[config.mk]
export PLATFORM = sky130hd
export DESIGN_NAME = tm_sch_event_ctrl_flat
export DESIGN_NICKNAME = d
export VERILOG_FILES = /design/src/rtl/tm_sch_event_ctrl_pkg.sv /design/src/rtl/tm_sch_event_ctrl_if.sv /design/src/rtl/tm_sch_backlog_cnt.sv /design/src/rtl/tm_sch_event_ctrl.sv /design/src/flat_wrapper.sv
export SDC_FILE = /design/constraint.sdc
export NUM_CORES = 1
export LEC_CHECK = 0
export BUFFER_PORTS_ARGS = -buffer_cell sky130_fd_sc_hd__buf_4
export CAP_MARGIN = 20
export CORE_UTILIZATION = 35
export DETAILED_ROUTE_END_ITERATION = 10
export HOLD_SLACK_MARGIN = 0.08
export MAX_ROUTING_LAYER = met4
export PLACE_DENSITY_LB_ADDON = 0.3
export SLEW_MARGIN = 20
export SYNTH_ARGS = -nofsm -noshare
export SYNTH_HDL_FRONTEND = slang
export SYNTH_SLANG_ARGS = --single-unit
[constraint.sdc]
create_clock -name clk -period 5.42 [get_ports clk]
set_input_delay 1.084 -clock clk [delete_from_list [all_inputs] [get_ports clk]]
set_output_delay 1.084 -clock clk [all_outputs]
set_load 0.05 [all_outputs]
[src/rtl/tm_sch_event_ctrl_pkg.sv]
`default_nettype none
// +----------------------------------------------------------------------+
// | tm_sch_event_ctrl_pkg                                                |
// | Shared widths and FSM encoding for the scheduler event control stage |
// | Rev 1.0                                                              |
// +----------------------------------------------------------------------+
package tm_sch_event_ctrl_pkg;

  localparam int unsigned c_SCH_ID_NBITS_DFLT = 4;
  localparam int unsigned c_CNT_NBITS_DFLT    = 8;

  typedef enum logic [1:0] {
    ST_IDLE   = 2'd0,
    ST_ISSUE  = 2'd1,
    ST_RETIRE = 2'd2
  } state_e;

endpackage
`default_nettype wire

[src/rtl/tm_sch_event_ctrl_if.sv]
`default_nettype none
// +----------------------------------------------------------------------+
// | tm_sch_event_ctrl_if                                                 |
// | Enqueue, event-FIFO and dequeue signals of the event control stage   |
// | Rev 1.0                                                              |
// +----------------------------------------------------------------------+
interface tm_sch_event_ctrl_if
  import tm_sch_event_ctrl_pkg::*;
#(
  parameter int unsigned SCH_ID_NBITS = c_SCH_ID_NBITS_DFLT
) ();

  logic                    enq_valid;
  logic [SCH_ID_NBITS-1:0] enq_sch_id;
  logic                    enq_ready;
  logic                    ev_push;
  logic [SCH_ID_NBITS-1:0] ev_push_data;
  logic                    ev_pop;
  logic [SCH_ID_NBITS-1:0] ev_pop_data;
  logic                    ev_empty;
  logic                    deq_valid;
  logic [SCH_ID_NBITS-1:0] deq_sch_id;
  logic                    deq_ack;
  logic                    backlog_err;

  modport slave (
    input  enq_valid, enq_sch_id, ev_pop_data, ev_empty, deq_ack,
    output enq_ready, ev_push, ev_push_data, ev_pop, deq_valid, deq_sch_id, backlog_err
  );

  modport master (
    output enq_valid, enq_sch_id, ev_pop_data, ev_empty, deq_ack,
    input  enq_ready, ev_push, ev_push_data, ev_pop, deq_valid, deq_sch_id, backlog_err
  );

endinterface
`default_nettype wire

[src/rtl/tm_sch_backlog_cnt.sv]
`default_nettype none
// +----------------------------------------------------------------------+
// | tm_sch_backlog_cnt                                                   |
// | Per-ID backlog counters with one increment and one decrement port    |
// | Rev 1.0                                                              |
// +----------------------------------------------------------------------+
module tm_sch_backlog_cnt
  import tm_sch_event_ctrl_pkg::*;
#(
  parameter int unsigned SCH_ID_NBITS = c_SCH_ID_NBITS_DFLT,
  parameter int unsigned CNT_NBITS    = c_CNT_NBITS_DFLT
) (
  input  logic                    clk,
  input  logic                    rst_n,
  input  logic                    inc_i,
  input  logic [SCH_ID_NBITS-1:0] inc_id_i,
  input  logic                    dec_i,
  input  logic [SCH_ID_NBITS-1:0] dec_id_i,
  input  logic [SCH_ID_NBITS-1:0] rd_a_id_i,
  output logic [CNT_NBITS-1:0]    rd_a_o,
  input  logic [SCH_ID_NBITS-1:0] rd_b_id_i,
  output logic [CNT_NBITS-1:0]    rd_b_o
);

  localparam int                   NUM_SCH = 1 << SCH_ID_NBITS;
  localparam logic [CNT_NBITS-1:0] c_ONE   = CNT_NBITS'(1);

  logic [CNT_NBITS-1:0] cnt_q [NUM_SCH];
  logic [CNT_NBITS-1:0] cnt_d [NUM_SCH];

  // An increment and decrement hitting the same index cancel out.
  always_comb begin
    for (int i = 0; i < NUM_SCH; i++) begin
      cnt_d[i] = cnt_q[i];
      if (inc_i && (inc_id_i == SCH_ID_NBITS'(i)) &&
          !(dec_i && (dec_id_i == SCH_ID_NBITS'(i)))) begin
        cnt_d[i] = cnt_q[i] + c_ONE;
      end else if (dec_i && (dec_id_i == SCH_ID_NBITS'(i)) &&
                   !(inc_i && (inc_id_i == SCH_ID_NBITS'(i)))) begin
        cnt_d[i] = cnt_q[i] - c_ONE;
      end
    end
  end

  always_ff @(posedge clk or negedge rst_n) begin
    if (!rst_n) begin
      for (int i = 0; i < NUM_SCH; i++) begin
        cnt_q[i] <= '0;
      end
    end else begin
      cnt_q <= cnt_d;
    end
  end

  assign rd_a_o = cnt_q[rd_a_id_i];
  assign rd_b_o = cnt_q[rd_b_id_i];

endmodule
`default_nettype wire

[src/rtl/tm_sch_event_ctrl.sv]
`default_nettype none
// +----------------------------------------------------------------------+
// | tm_sch_event_ctrl                                                    |
// | Backlog tracking and pop/issue/re-push control around the event FIFO |
// | Rev 1.0                                                              |
// +----------------------------------------------------------------------+
module tm_sch_event_ctrl
  import tm_sch_event_ctrl_pkg::*;
#(
  parameter int unsigned SCH_ID_NBITS = c_SCH_ID_NBITS_DFLT,
  parameter int unsigned CNT_NBITS    = c_CNT_NBITS_DFLT
) (
  input  logic                 clk,
  input  logic                 rst_n,
  tm_sch_event_ctrl_if.slave   bus
);

  localparam logic [CNT_NBITS-1:0] c_CNT_MAX = '1;
  localparam logic [CNT_NBITS-1:0] c_CNT_ONE = CNT_NBITS'(1);

  state_e                  state_q, state_d;
  logic [SCH_ID_NBITS-1:0] cur_id_q, cur_id_d;
  logic                    err_q, err_d;
  logic [CNT_NBITS-1:0]    enq_cnt, cur_cnt;
  logic                    enq_rdy, enq_fire, dec;
  logic                    push, pop, dq_valid;
  logic [SCH_ID_NBITS-1:0] push_id;

  tm_sch_backlog_cnt #(
    .SCH_ID_NBITS (SCH_ID_NBITS),
    .CNT_NBITS    (CNT_NBITS)
  ) u_backlog (
    .clk       (clk),
    .rst_n     (rst_n),
    .inc_i     (enq_fire),
    .inc_id_i  (bus.enq_sch_id),
    .dec_i     (dec),
    .dec_id_i  (cur_id_q),
    .rd_a_id_i (bus.enq_sch_id),
    .rd_a_o    (enq_cnt),
    .rd_b_id_i (cur_id_q),
    .rd_b_o    (cur_cnt)
  );

  // RETIRE owns the FIFO push port, so enqueues stall for that cycle.
  assign enq_rdy  = rst_n && (state_q != ST_RETIRE) && (enq_cnt != c_CNT_MAX);
  assign enq_fire = bus.enq_valid && enq_rdy;
  assign err_d    = err_q || (bus.enq_valid && (enq_cnt == c_CNT_MAX));

  always_comb begin
    state_d  = state_q;
    cur_id_d = cur_id_q;
    pop      = 1'b0;
    dq_valid = 1'b0;
    dec      = 1'b0;
    push     = enq_fire && (enq_cnt == '0);
    push_id  = bus.enq_sch_id;
    unique case (state_q)
      ST_IDLE: begin
        if (rst_n && !bus.ev_empty) begin
          pop      = 1'b1;
          cur_id_d = bus.ev_pop_data;
          state_d  = ST_ISSUE;
        end
      end
      ST_ISSUE: begin
        dq_valid = 1'b1;
        if (bus.deq_ack) begin
          state_d = ST_RETIRE;
        end
      end
      ST_RETIRE: begin
        dec = 1'b1;
        if (cur_cnt != c_CNT_ONE) begin
          push    = 1'b1;
          push_id = cur_id_q;
        end
        state_d = ST_IDLE;
      end
      default: state_d = ST_IDLE;
    endcase
  end

  always_ff @(posedge clk or negedge rst_n) begin
    if (!rst_n) begin
      state_q  <= ST_IDLE;
      cur_id_q <= '0;
      err_q    <= 1'b0;
    end else begin
      state_q  <= state_d;
      cur_id_q <= cur_id_d;
      err_q    <= err_d;
    end
  end

  assign bus.enq_ready    = enq_rdy;
  assign bus.ev_push      = push;
  assign bus.ev_push_data = push_id;
  assign bus.ev_pop       = pop;
  assign bus.deq_valid    = dq_valid;
  assign bus.deq_sch_id   = cur_id_q;
  assign bus.backlog_err  = err_q;

  a_no_ack_without_valid: assert property (
    @(posedge clk) disable iff (!rst_n) bus.deq_ack |-> bus.deq_valid
  );

endmodule
`default_nettype wire
[src/flat_wrapper.sv]
// flat-port wrapper written by rule: the top's interface ports become plain ports
module tm_sch_event_ctrl_flat import tm_sch_event_ctrl_pkg::*;
#(
  parameter int unsigned SCH_ID_NBITS = c_SCH_ID_NBITS_DFLT,
  parameter int unsigned CNT_NBITS    = c_CNT_NBITS_DFLT
)
  (clk, rst_n, bus_enq_valid, bus_enq_sch_id, bus_ev_pop_data, bus_ev_empty, bus_deq_ack, bus_enq_ready, bus_ev_push, bus_ev_push_data, bus_ev_pop, bus_deq_valid, bus_deq_sch_id, bus_backlog_err);
  tm_sch_event_ctrl_if #(.SCH_ID_NBITS(SCH_ID_NBITS)) bus_i ();
  input  logic clk;
  input  logic rst_n;
  input wire logic [$bits(bus_i.enq_valid)-1:0] bus_enq_valid;
  input wire logic [$bits(bus_i.enq_sch_id)-1:0] bus_enq_sch_id;
  input wire logic [$bits(bus_i.ev_pop_data)-1:0] bus_ev_pop_data;
  input wire logic [$bits(bus_i.ev_empty)-1:0] bus_ev_empty;
  input wire logic [$bits(bus_i.deq_ack)-1:0] bus_deq_ack;
  output wire logic [$bits(bus_i.enq_ready)-1:0] bus_enq_ready;
  output wire logic [$bits(bus_i.ev_push)-1:0] bus_ev_push;
  output wire logic [$bits(bus_i.ev_push_data)-1:0] bus_ev_push_data;
  output wire logic [$bits(bus_i.ev_pop)-1:0] bus_ev_pop;
  output wire logic [$bits(bus_i.deq_valid)-1:0] bus_deq_valid;
  output wire logic [$bits(bus_i.deq_sch_id)-1:0] bus_deq_sch_id;
  output wire logic [$bits(bus_i.backlog_err)-1:0] bus_backlog_err;
  assign bus_i.enq_valid = bus_enq_valid;
  assign bus_i.enq_sch_id = bus_enq_sch_id;
  assign bus_i.ev_pop_data = bus_ev_pop_data;
  assign bus_i.ev_empty = bus_ev_empty;
  assign bus_i.deq_ack = bus_deq_ack;
  assign bus_enq_ready = bus_i.enq_ready;
  assign bus_ev_push = bus_i.ev_push;
  assign bus_ev_push_data = bus_i.ev_push_data;
  assign bus_ev_pop = bus_i.ev_pop;
  assign bus_deq_valid = bus_i.deq_valid;
  assign bus_deq_sch_id = bus_i.deq_sch_id;
  assign bus_backlog_err = bus_i.backlog_err;
  tm_sch_event_ctrl #(.SCH_ID_NBITS(SCH_ID_NBITS), .CNT_NBITS(CNT_NBITS)) u_core (.clk(clk), .rst_n(rst_n), .bus(bus_i));
endmodule
-- After elaboration in Yosys (flattened, before gate mapping)
Index checks and enable logic that the tools add are counted.
- flip-flop bits (word level): 135
- bitwise logic cells: 2
- reductions and logical operators: 126
- $lt $le $gt $ge: 2
- equal/unequal tests: 38
- muxes and demuxes: 49
- add/sub/neg operators: 32
- operators by type and width (kind ; number):
    $mux W8 ; 36
    $add A8 B1 Y8 const B ; 16
    $sub A8 B1 Y8 const B ; 16
    $logic_and A1 B1 Y1 ; 70
    $bmux W8 S4 ; 2
    $eq A4 B4 Y1 const B ; 16
    $logic_not A1 Y1 ; 33
    $eq A4 B3 Y1 const B ; 8
    $reduce_bool A2 Y1 ; 16
    $eq A4 B2 Y1 const B ; 4
    $ge A5 B5 Y1 const B ; 2
    $not A4 Y5 ; 2
    $eq A4 B1 Y1 const B ; 2
    $eq A8 B8 Y1 const B ; 1
    $logic_not A4 Y1 ; 2
    $logic_not A8 Y1 ; 1
    $mux W4 ; 2
    $ne A8 B1 Y1 const B ; 1
    $ne A8 B8 Y1 const B ; 1
    $mux W1 ; 6
    $mux W2 ; 2
    $ne A2 B2 Y1 const B ; 2
    $pmux W2 S2 ; 1
    $reduce_and A2 Y1 ; 2
    other kinds (5) ; 5

-- Depth between registers and ports, before layout
- depth in word-level cells: 12
- depth in mapped cells: 19

-- By module
From an unflattened synthesis, not the netlist that was laid out.
- cells, all modules: 1265
- area, all modules: 12739.7 um^2
- modules (own cells, without submodules) (module ; cells each ; area each (um^2) ; times used):
    tm_sch_backlog_cnt ; 1231 ; 12330.6 ; 1
    tm_sch_event_ctrl ; 34 ; 409.1 ; 1

-- Least setup slack after synthesis
Ideal clock, no wire load.
- kind: input-to-reg
- from: input bus_enq_sch_id[0]
- to: register u_core.u_backlog.cnt_q[103] (netlist bit)
- required time: 5.295 ns
- buffers on the path: 3
- library setup time: 0.125 ns
- data arrival time: 4.852 ns
- setup slack: 0.443 ns
- stages: 19
- cell sequence: buf_6 -> buf_6 -> mux4_1 -> a22oi_1 -> nand2_1 -> nand4_2 -> o2111ai_4 -> buf_6 -> nor3_1 -> ha_1 -> inv_1 -> ha_1 -> a21o_1 -> a21o_1 -> a21o_1 -> a31o_2 -> or4_1 -> nand4_1 -> o31ai_1
- cells in the longest elaborated chain, start to end: 11
- elaborated cells between the ends (all ways): 14
- those cells by class: eq/ne: 2; mux: 4; bitwise: 1; reduce/logical: 7
- RTL lines (item ; line ; RTL):
    from (decl) ; flat_wrapper.sv:12 ; input wire logic [$bits(bus_i.enq_sch_id)-1:0] bus_enq_sch_id;
    $not A4 Y5 (implied by the code) ; tm_sch_backlog_cnt.sv:55 ; assign rd_a_o = cnt_q[rd_a_id_i];
    $bmux W8 S4 ; tm_sch_backlog_cnt.sv:55 ;
    $mux W8 (implied by the code) (2 in series) ; tm_sch_backlog_cnt.sv:55 ;
    $ne A8 B8 Y1 ; tm_sch_event_ctrl.sv:46 ; assign enq_rdy = rst_n && (state_q != ST_RETIRE) && (enq_cnt != c_CNT_MAX);
    $logic_and A1 B1 Y1 ; tm_sch_event_ctrl.sv:46 ;
    $logic_and A1 B1 Y1 ; tm_sch_event_ctrl.sv:47 ; assign enq_fire = bus.enq_valid && enq_rdy;
    $logic_and A1 B1 Y1 * ; tm_sch_backlog_cnt.sv:35, tm_sch_backlog_cnt.sv:39 ;
    $logic_not A1 Y1 ; tm_sch_backlog_cnt.sv:39 ; !(inc_i && (inc_id_i == SCH_ID_NBITS'(i)))) begin
    $logic_and A1 B1 Y1 ; tm_sch_backlog_cnt.sv:38 ; end else if (dec_i && (dec_id_i == SCH_ID_NBITS'(i)) &&
    $reduce_bool A2 Y1 (no line) ; -- ;
    to (signal assigned) ; tm_sch_backlog_cnt.sv:51 ; cnt_q <= cnt_d;
    to (decl) ; tm_sch_backlog_cnt.sv:28 ; logic [CNT_NBITS-1:0] cnt_q [NUM_SCH];
Every way passes the cells marked *; elsewhere a longest branch is shown, timed or not. The select of a mux whose other input is x is not followed.
A chain may end at the register's enable or synchronous reset.

-- Final worst setup path
- from: input bus_enq_sch_id[0]
- to: register u_core.u_backlog.cnt_q[55] (netlist bit)
Same word-level chain as after synthesis.

==> results.toml <==
[floorplanning]
floorplan.die_area_sq_um = 31360
cell_row_count = 63
floorplan.initialDensity_pct = 35.92
fp.dieH_um = 177.1
num_io_pins = 26
placeableCoreArea_sq_um = 29870
die_width_um = 177.1

[timing]
finalHoldWorstSlack_ns = 0.4719
report.final.hold_viol_count = 0
finalClockSkew_ns = 0.01206
rsz0062_at_grt = "no"
max_slew_margin_pct = 43.03
maxSlewViolCount = 0
post-route-period-util_pct = 93.75
max_slew.worst_pin.slew_ns = 0.8545
final_count_of_negative_setup_slack_endpoints = 0
max_freq_ghz = 0.1968
post-route-min-period_ns = 5.081

[setup_path]
crit_chain = "buf_4 -> buf_12 -> mux4_1 -> a22oi_1 -> nand2_1 -> nand4_2 -> o2111ai_4 -> buf_12 -> nor4_1 -> ha_1 -> inv_1 -> ha_1 -> a21o_1 -> a21oi_1 -> nor2b_1 -> o21a_1 -> o41ai_1 -> mux2i_1 -> xnor2_1"
path_class = "in -> reg"
cp_max_fo = 15
cp_data_arrival_time_ns = 5.44
worst_setup_path_start_kind = "primary input"
endpoint_kind = "register"
cp_top_family = "compound AO/OA/AOI/OAI gates"
worstPathRequired_ns = 5.78
worstPathBufferInverterCount = 4
cell_with_the_biggest_individual_delay_on_the_critical_path = "sky130_fd_sc_hd__mux4_1"
cp_slowest_stage_delay_ns = 0.58

[detailed_routing]
num_vias = 8262
avgRoutedWirePerCell_um = 17.73
drtPass1Iterations = 5
final_antenna_net_count = 0
first_iter_violations = 521
drc_errors = 0
detail_route.vias_per_cell = 5.393
drt_wl_total_mm = 27.16

[clock_tree]
clkSinkCount = 135
cts.reportedPaths.clkPinSlew_ns = 0.06
clock_insertion_delay_at_the_later_pin_of_the_skew_report_ns = 0.44
cts_tree = "yes"
cts.root.buffer_cell = "sky130_fd_sc_hd__clkbuf_16"
holdBufCountCts = 0
post-cts-setup-buffer-count = 0
cts_max_path_buffers = 2
ctsHtreeMaxLevel = 4
tritoncts.num_buffers = 17

[yosys]
synthDistinctLibCells = 54
synthDominantAreaCellType = "sky130_fd_sc_hd__dfrtp_1"
synth_flop_cell = "sky130_fd_sc_hd__dfrtp_1"
ys.warnings.count = 0
synth_cells = 1089
ys_top_cells_by_area = "sky130_fd_sc_hd__dfrtp_1, sky130_fd_sc_hd__ha_1, sky130_fd_sc_hd__xnor2_1"
syn_area_per_cell_sq_um = 9.853
synth_top_cell_area_share_pct = 31.48
post_synth_instance_area_sq_um = 10730
share_of_the_yosys_chip_area_belonging_to_registers_pct = 31.48
synth_edf_count = 0
async_reset_ff_share_pct = 100.0
syn_nets = 1235
ys_seq_elements = 135

[cells_and_area]
num-fill-cells = 2907
fin_cells = 1532
final_core_utilization_pct = 40.62
area_overhead_vs_synth_pct = 13.11
num-nets-final = 1275
layout-drive-gt1-share_pct = 12.45

[placed_design]
post-dp-hpwl_mm = 21.02
gp_congestion = 0.9952
numPlacedInstances = 1500
port_buffers = 25

[pwr]
total_power_mw = 6.850
power_density_nw_per_um2 = 564.4
p_leak_nw = 5.155
irDropWorstVdd_uv = 222.2

[grt]
globalRouteOverflowTotal = 0
first_global_vias = 8035
number_of_antenna_violations_at_the_first_check_in_global_routing = 1
pin_count_of_the_biggest_net_entering_global_routing = 65
grt_first_pass_wirelength_mm = 43.76
track_usage_pct = 18.76

[run]
max_cap_violations = 0

[outcome]
outcome = "finished clean"

[min_path]
hp-class = "reg -> reg"
through the flow:
stage	setup TNS, ns	instance area (sq um)	setup WS, ns
final	0	12140	0.3387
after global routing	0	12140	0.06836
after CTS	0	12120	0.3327
after detailed placement	-0.2456	11480	-0.05801
after global placement	-0.03665	11480	-0.01708
after floorplan	0	10730	0.4425
layer usage:
metal	up-vias	track usage, %	wire length (um)
met5	-	-	0
met4	0	4.921	341
met3	24	4.253	1521
met2	188	28.01	12200
met1	3995	25.43	13090
li1	4055	-	-
where the power goes:
group	switching [mW]	internal, mW	leakage [nW]
logic	1.61	1.70	3.32
registers	0.793	1.47	1.53
clock network	0.473	0.805	0.308
cell type report:
cell class	count	area [sq um]	share of cell area, %
multi-input cells	877	7003	57.70
flip-flops and latches	135	3378	27.84
well taps	390	488.0	4.021
repair buffers	58	476.7	3.928
clock buffers	20	466.7	3.845
clock inverters	11	171.4	1.412
inverters	40	150.1	1.237
diodes	1	2.502	0.02062
final timing paths:
| kind | startpoint | slack, ns | endpoint | cells past startpoint |
|---|---|---|---|---|
| worst max-delay path | bus_enq_sch_id[0] | 0.34 | u_core.u_backlog.cnt_q[55]$_DFFE_PN0P_ | 19 |
| worst max register to register | u_core.u_backlog.cnt_q[3]$_DFFE_PN0P_ | 0.91 | u_core.u_backlog.cnt_q[55]$_DFFE_PN0P_ | 17 |
| worst min register to register | u_core.bus.backlog_err$_DFF_PN0_ | 0.47 | u_core.bus.backlog_err$_DFF_PN0_ | 1 |
| min in group asynchronous | rst_n | 0.55 | u_core.state_q[1]$_DFFE_PN0P_ | 1 |
| max in group asynchronous | rst_n | 3.68 | u_core.u_backlog.cnt_q[23]$_DFFE_PN0P_ | 2 |
| worst min-delay path | u_core.bus.backlog_err$_DFF_PN0_ | 0.47 | u_core.bus.backlog_err$_DFF_PN0_ | 1 |
synthesized netlist by cell type (19+ instances only):
cell,n
sky130_fd_sc_hd__ha_1,117
sky130_fd_sc_hd__a21o_1,38
sky130_fd_sc_hd__clkbuf_1,23
sky130_fd_sc_hd__mux2_2,19
sky130_fd_sc_hd__nor2_1,76
sky130_fd_sc_hd__nand2_1,110
sky130_fd_sc_hd__dfrtp_1,135
sky130_fd_sc_hd__inv_1,40
sky130_fd_sc_hd__a21oi_1,53
sky130_fd_sc_hd__xnor2_1,65
sky130_fd_sc_hd__xor2_1,48
sky130_fd_sc_hd__o21ai_0,91
sky130_fd_sc_hd__nor3_1,35
flip-flops by register name, indices dropped and copies added (netlist names):
name	count
u_core.bus.backlog_err	1
u_core.bus.deq_sch_id	4
u_core.state_q	2
u_core.u_backlog.cnt_q	128
what timing repair did:
item	in CTS	in global routing
setup endpoints to repair	0	1
hold endpoints to repair	0	0
gates resized for setup	0	2
cells by family (layout without fill, tap and decap cells):
family	Yosys count	after routing	share of synthesized area (%)
muxes	66	66	10.58
and+or+nand+nor	312	312	13.98
other	0	1	0
DFF	135	135	31.48
xor gates and xnor gates	113	113	9.223
adders and majority gates	133	133	16.63
AOI/OAI and AO/OA	253	253	14.73
buffers and inverters	77	129	3.381
cells in the final DEF (no fill, tap or decap), drive strengths merged, types with 18 or more instances in the layout:
cell type,count
buf,58
nor3,35
nor2,76
dfrtp,135
o21ai,91
a21o,38
mux2,19
mux4,32
xnor2,65
clkbuf,20
a21oi,53
inv,41
nand2,110
nor2b,18
ha,117
nor4,18
xor2,48
No activity file was read; power rests on OpenSTA's default activity.
